**src/rtl/ahb_reg_bank.sv**
```systemverilog
// ahb_reg_bank: AHB-Lite slave exposing NUM_REGS 32-bit read/write registers.
//
// Adds byte/halfword write strobes, WAIT_STATES extra data-phase cycles per
// accepted transfer, and an optional two-cycle ERROR response for offsets
// beyond the last register.
//
// Build option: define AHB_REG_BANK_ERR_EN to answer unmapped offsets with
// ERROR. Without it, unmapped accesses complete OKAY, writes are dropped and
// reads return 0.
//
// Ports:
//   HCLK, HRESETn        bus clock, asynchronous active-low reset
//   HSEL, HADDR, HTRANS  address phase (only HADDR[ADDR_W-1:0] decoded)
//   HWRITE, HSIZE        direction and size (HSIZE > 2 treated as word)
//   HWDATA               write data (data phase)
//   HREADY               bus-level ready
//   HRDATA               read data, non-zero only in a completing read
//   HREADYOUT, HRESP     slave ready / response
//   regs_out             register i at [32*i+31:32*i]
//
// State | meaning
// IDLE  | no data phase pending, ready
// DATA  | data phase, counting down wait states; completes at count 0
// ERR1  | first ERROR cycle, HREADYOUT low (AHB_REG_BANK_ERR_EN only)
// ERR2  | second ERROR cycle, HREADYOUT high (AHB_REG_BANK_ERR_EN only)

module ahb_reg_bank #(
    parameter int          NUM_REGS    = 4,
    parameter int          ADDR_W      = 8,
    parameter int          WAIT_STATES = 0,
    parameter logic [31:0] RESET_VAL   = 32'h0000_0000
) (
    input  logic                    HCLK,
    input  logic                    HRESETn,
    input  logic                    HSEL,
    input  logic [31:0]             HADDR,
    input  logic [1:0]              HTRANS,
    input  logic                    HWRITE,
    input  logic [2:0]              HSIZE,
    input  logic [31:0]             HWDATA,
    input  logic                    HREADY,
    output logic [31:0]             HRDATA,
    output logic                    HREADYOUT,
    output logic                    HRESP,
    output logic [32*NUM_REGS-1:0]  regs_out
);

    localparam int         IDX_W = ADDR_W - 2;
    localparam logic [3:0] WS    = 4'(WAIT_STATES);

`ifdef AHB_REG_BANK_ERR_EN
    typedef enum logic [1:0] {IDLE, DATA, ERR1, ERR2} state_t;

    function automatic logic is_mapped(input logic [ADDR_W-1:0] a);
        return {1'b0, a[ADDR_W-1:2]} < (IDX_W+1)'(NUM_REGS);
    endfunction
`else
    typedef enum logic {IDLE, DATA} state_t;
`endif

    state_t            state_q, state_d, accept_tgt;
    logic [31:0]       regs [NUM_REGS];
    logic [ADDR_W-1:0] addr_q;
    logic              write_q;
    logic [2:0]        size_q;
    logic [3:0]        cnt_q;
    logic [3:0]        strb;
    logic              accept;
    logic              complete;
    logic              unused_bits;

    assign unused_bits = ^{HADDR, HTRANS[0]};

    // HREADYOUT gates acceptance so a new address is only taken while this
    // slave is ready, matching what the bus-level HREADY will show.
    assign accept   = HSEL & HREADY & HTRANS[1] & HREADYOUT;
    assign complete = (state_q == DATA) && (cnt_q == 4'd0);

`ifdef AHB_REG_BANK_ERR_EN
    assign accept_tgt = is_mapped(HADDR[ADDR_W-1:0]) ? DATA : ERR1;
`else
    assign accept_tgt = DATA;
`endif

    // state register
    always_ff @(posedge HCLK or negedge HRESETn) begin
        if (!HRESETn) state_q <= IDLE;
        else          state_q <= state_d;
    end

    // next state
    always_comb begin
        state_d = state_q;
        case (state_q)
            IDLE: if (accept) state_d = accept_tgt;
            DATA: if (cnt_q == 4'd0) state_d = accept ? accept_tgt : IDLE;
`ifdef AHB_REG_BANK_ERR_EN
            ERR1: state_d = ERR2;
            ERR2: state_d = accept ? accept_tgt : IDLE;
`endif
            default: state_d = IDLE;
        endcase
    end

    // outputs
    always_comb begin
        HREADYOUT = 1'b1;
        HRESP     = 1'b0;
        HRDATA    = 32'h0;
        case (state_q)
            DATA: HREADYOUT = (cnt_q == 4'd0);
`ifdef AHB_REG_BANK_ERR_EN
            ERR1: begin
                HREADYOUT = 1'b0;
                HRESP     = 1'b1;
            end
            ERR2: HRESP = 1'b1;
`endif
            default: ;
        endcase
        // unmapped indices match no register and therefore read as 0
        if (complete && !write_q) begin
            for (int i = 0; i < NUM_REGS; i++) begin
                if (addr_q[ADDR_W-1:2] == IDX_W'(i)) HRDATA = regs[i];
            end
        end
    end

    // data-phase capture and wait counter
    always_ff @(posedge HCLK or negedge HRESETn) begin
        if (!HRESETn) begin
            addr_q  <= '0;
            write_q <= 1'b0;
            size_q  <= 3'd0;
            cnt_q   <= 4'd0;
        end else if (accept) begin
            addr_q  <= HADDR[ADDR_W-1:0];
            write_q <= HWRITE;
            size_q  <= HSIZE;
            cnt_q   <= WS;
        end else if (state_q == DATA && cnt_q != 4'd0) begin
            cnt_q <= cnt_q - 4'd1;
        end
    end

    // little-endian lane enables; unaligned accesses fall back to aligned lanes
    always_comb begin
        case (size_q)
            3'd0:    strb = 4'b0001 << addr_q[1:0];
            3'd1:    strb = addr_q[1] ? 4'b1100 : 4'b0011;
            default: strb = 4'b1111;
        endcase
    end

    always_ff @(posedge HCLK or negedge HRESETn) begin
        if (!HRESETn) begin
            for (int i = 0; i < NUM_REGS; i++) regs[i] <= RESET_VAL;
        end else if (complete && write_q) begin
            for (int i = 0; i < NUM_REGS; i++) begin
                if (addr_q[ADDR_W-1:2] == IDX_W'(i)) begin
                    for (int b = 0; b < 4; b++) begin
                        if (strb[b]) regs[i][8*b +: 8] <= HWDATA[8*b +: 8];
                    end
                end
            end
        end
    end

    for (genvar g = 0; g < NUM_REGS; g++) begin : g_out
        assign regs_out[32*g +: 32] = regs[g];
    end

endmodule

```
**config.mk**
```make
export PLATFORM = sky130hd
export DESIGN_NAME = ahb_reg_bank
export DESIGN_NICKNAME = d
export VERILOG_FILES = /design/src/rtl/ahb_reg_bank.sv
export SDC_FILE = /design/constraint.sdc
export NUM_CORES = 1
export LEC_CHECK = 0
export CAP_MARGIN = 20
export CORE_ASPECT_RATIO = 1.75
export CORE_UTILIZATION = 45
export CTS_CLUSTER_SIZE = 24
export DETAILED_ROUTE_END_ITERATION = 8
export GPL_ROUTABILITY_DRIVEN = 1
export PLACE_DENSITY_LB_ADDON = 0.1
export SLEW_MARGIN = 10
export SYNTH_ARGS = -nofsm -noshare
export SYNTH_HDL_FRONTEND = slang
export SYNTH_SLANG_ARGS = --single-unit
```
**constraint.sdc**
```tcl
create_clock -name HCLK -period 2.5 [get_ports HCLK]
set_input_delay 0.5 -clock HCLK [delete_from_list [all_inputs] [get_ports HCLK]]
set_output_delay 0.5 -clock HCLK [all_outputs]
set_load 0.01 [all_outputs]
```
==> summary.txt <==
Slew @ Worst Pin - 0.663 ns
RSZ-0062 raised after global routing - yes
max-cap violation count - 0
initial antenna violation count - 0
via count - 5170
final-stage net count - 795
core area - 14400 sq um
share of layout cells above drive strength 1 - 41.7%
arrival time worst endpoint - 2.37 ns
port bufs - 209
routed wire length - 19.8 mm
post-synth top area cell - dfrtp_1
Top Family by Delay on Critical Path - simple AND/OR/NAND/NOR gates
Vert. Die Dim - 163 um
P&R area growth vs syn - 52.5%
Clock Skews - 0.0116 ns
Top Metal Used - met4
setup ws final - -0.366 ns
final worst path period need - 2.87 ns
maximum clock rate - 349 MHz
fin. max-slew vios - 0
Worst setup EP type - primary output
CTS Buffer Depth - 2
CTS tree - yes
CP max stage cell - or4_4
die width - 93.8 um
share of the synthesized area in the top cell type - 54.7%
Post-DRT Antenna Nets - 0
first-pass GRT wire length - 30.2 mm
I/O pin cnt - 236
Sum Neg Setup Slack - -10.02 ns
critical path required time - 2.00 ns
metal2 WL - 10.9 mm
max incr delay on CP - 0.60 ns
Worst setup startpoint - addr_q[4]$_DFFE_PN0P_
cell count after synthesis - 470
DRT iter0 DRCs - 221
post-detail-place hpwl - 13.7 mm
First-pass DRT Iterations - 6
period utilization - 115%
Hold WC Path Type - in -> async
Num CTS Buffers - 17
clock sinks - 145
Slew headroom - 55.3%
vias in the first global route - 5488
Post-synth EDFFs - 0
diode count - 0
Synth Register Bits - 145
Warnings, synthesis - 0
RePlAce Congestion - 0.823
status - complete, but fails checks
fraction of registers with async set/reset - 100%
number of fill cells - 1039
Total Power - 0.00632 W
Peak supply drop - 0.601 mV
root buffer cell - clkbuf_16
cells along the critical path - or4_4, nor3_4, buf_6, buf_12, a221oi_2, a211oi_1, buf_2
ys flop type - dfrtp_1
Syn Nets - 546
failing checks - setup timing
reg-to-reg critical path endpoint - regs_out[18]$_DFFE_PN0P_
Startpoint Class - flip-flop
CP bufs+invs - 3
Cell variety after synth - 40
Reg-to-Reg Start - addr_q[4]$_DFFE_PN0P_
Tot GR Track Use - 26.3%
drt wl/cell - 21.8 um
clk_lat worst skew - 0.41 ns
DRC viols - 0
clock transition at the registers of the reported paths - 0.06 ns
total grt overflow - 0
Setup CP Type - reg -> out
DR vias/cell - 5.68
leakage - 4.52 nW
htree depth - 4
met3 wire length - 1.06 mm
Reg2Reg Depth - 5
final hold viol count - 0
power per cell area - 624 nW/um^2
Max FO, Critical Path - 8
R2R Setup Slk - 0.11 ns
Setup Viol. Count Final - 32
DIE AREA - 15300 sq um
largest net degree at the start of global routing - 62
initial core utilization - 46.2%
Hold-fix buffers, CTS - 0
sequential area share after synthesis - 54.7%
post-synthesis average cell area - 14.1 sq um
synth top area cells - dfrtp_1 (55%), mux2_2 (23%), mux2i_1 (4.8%)
row count - 58
met1 wire length - 7.26 mm
Mapped Area - 6640 sq um
fin util - 70.5%
-- worst reg2reg max path, stage by stage (launching register included) --
cell and delay, ns:
dfrtp_1 0.39, or4_4 0.60, or3_1 0.50, nor3_4 0.29, buf_12 0.16, mux2_2 0.34
-- synth_stat cells, types with 4 or more instances --
cell,instances
a211oi_1,31
a221oi_1,31
buf_2,7
clkbuf_1,21
dfrtp_1,145
inv_1,6
mux2_1,5
mux2_2,135
mux2i_1,32
nand3_1,4
nor3_4,6
nor4_2,4
o21a_1,4
-- routing by layer --
| layer | track usage (%) | vias up |
|---|---|---|
| li1 | - | 2299 |
| met1 | 28.5 | 2653 |
| met2 | 47.2 | 180 |
| met3 | 7.05 | 38 |
| met4 | 11.5 | 0 |
| met5 | 0 | - |
-- cell usage in the layout (no fill, tap or decap), types with 13 or more instances in the layout --
cell type	netlist	final
a211oi_1	31	23
a221oi_2	0	22
buf_12	0	13
buf_2	7	31
buf_4	1	29
clkbuf_16	0	18
clkdlybuf4s50_1	0	175
dfrtp_1	145	144
mux2_2	135	135
mux2i_1	32	32
-- where the power goes --
group | switching, W | total (W) | internal [W]
Clock | 0.000972 | 0.00257 | 0.00160
Combinational | 0.000494 | 0.00107 | 0.000580
Sequential | 0.000169 | 0.00268 | 0.00251
Total | 0.00164 | 0.00632 | 0.00468
-- cell type report --
class,instances,area (sq um),share of cell area [%]
Clock buffer,19,443,4.37
Clock inverter,12,159,1.57
Inverter,6,22.5,0.222
Multi-Input combinational cell,289,3110,30.7
Sequential cell,145,3630,35.8
Tap cell,180,225,2.22
Timing Repair Buffer,260,2540,25.1
-- repair_timing --
action	4_1_cts	5_1_grt
setup buffers	4	4
pin swaps	38	10
gates cloned	3	1
resized for setup	168	29
endpoints found under the setup margin	32	41
-- flip-flops by register name, summed over array words and instances, names as in the netlist --
name      flops
write_q       1
addr_q        8
size_q        3
state_q       1
regs_out    128
cnt_q         4
-- how the worst max path moves through the flow --
stage / to / depth (start not counted)
finish: HRDATA[7] / 7
floorplan: HRDATA[0] / 5
CTS: HRDATA[31] / 7
detailed placement: HRDATA[31] / 6
global route: HRDATA[17] / 7
global placement: HRDATA[31] / 6
-- per-stage QoR --
step / hold slack (ns) / area (sq um) / instances / setup WS (ns)
2_1_floorplan: 0.204 / 6640 / 470 / 0.0317
3_3_place_gp: 0.455 / 9260 / 869 / -0.344
3_5_place_dp: 0.464 / 9260 / 869 / -0.390
4_1_cts: 0.0209 / 9930 / 907 / -0.376
5_1_grt: 0.0391 / 10100 / 911 / -0.461
6_report: 0.0237 / 10100 / 911 / -0.366
-- logic make-up (layout without fill, tap and decap cells) --
group,Yosys count,in the layout,share of synthesized area [%]
compound gates,72,72,8.63
xor+xnor,1,1,0.132
fa+ha+maj,2,2,0.377
buf+inv,36,297,2.22
flops,145,145,54.7
mux,173,173,28.9
other cells,1,1,0.0565
simple gates,40,40,5.01
No activity file was read; power rests on OpenSTA's default activity.
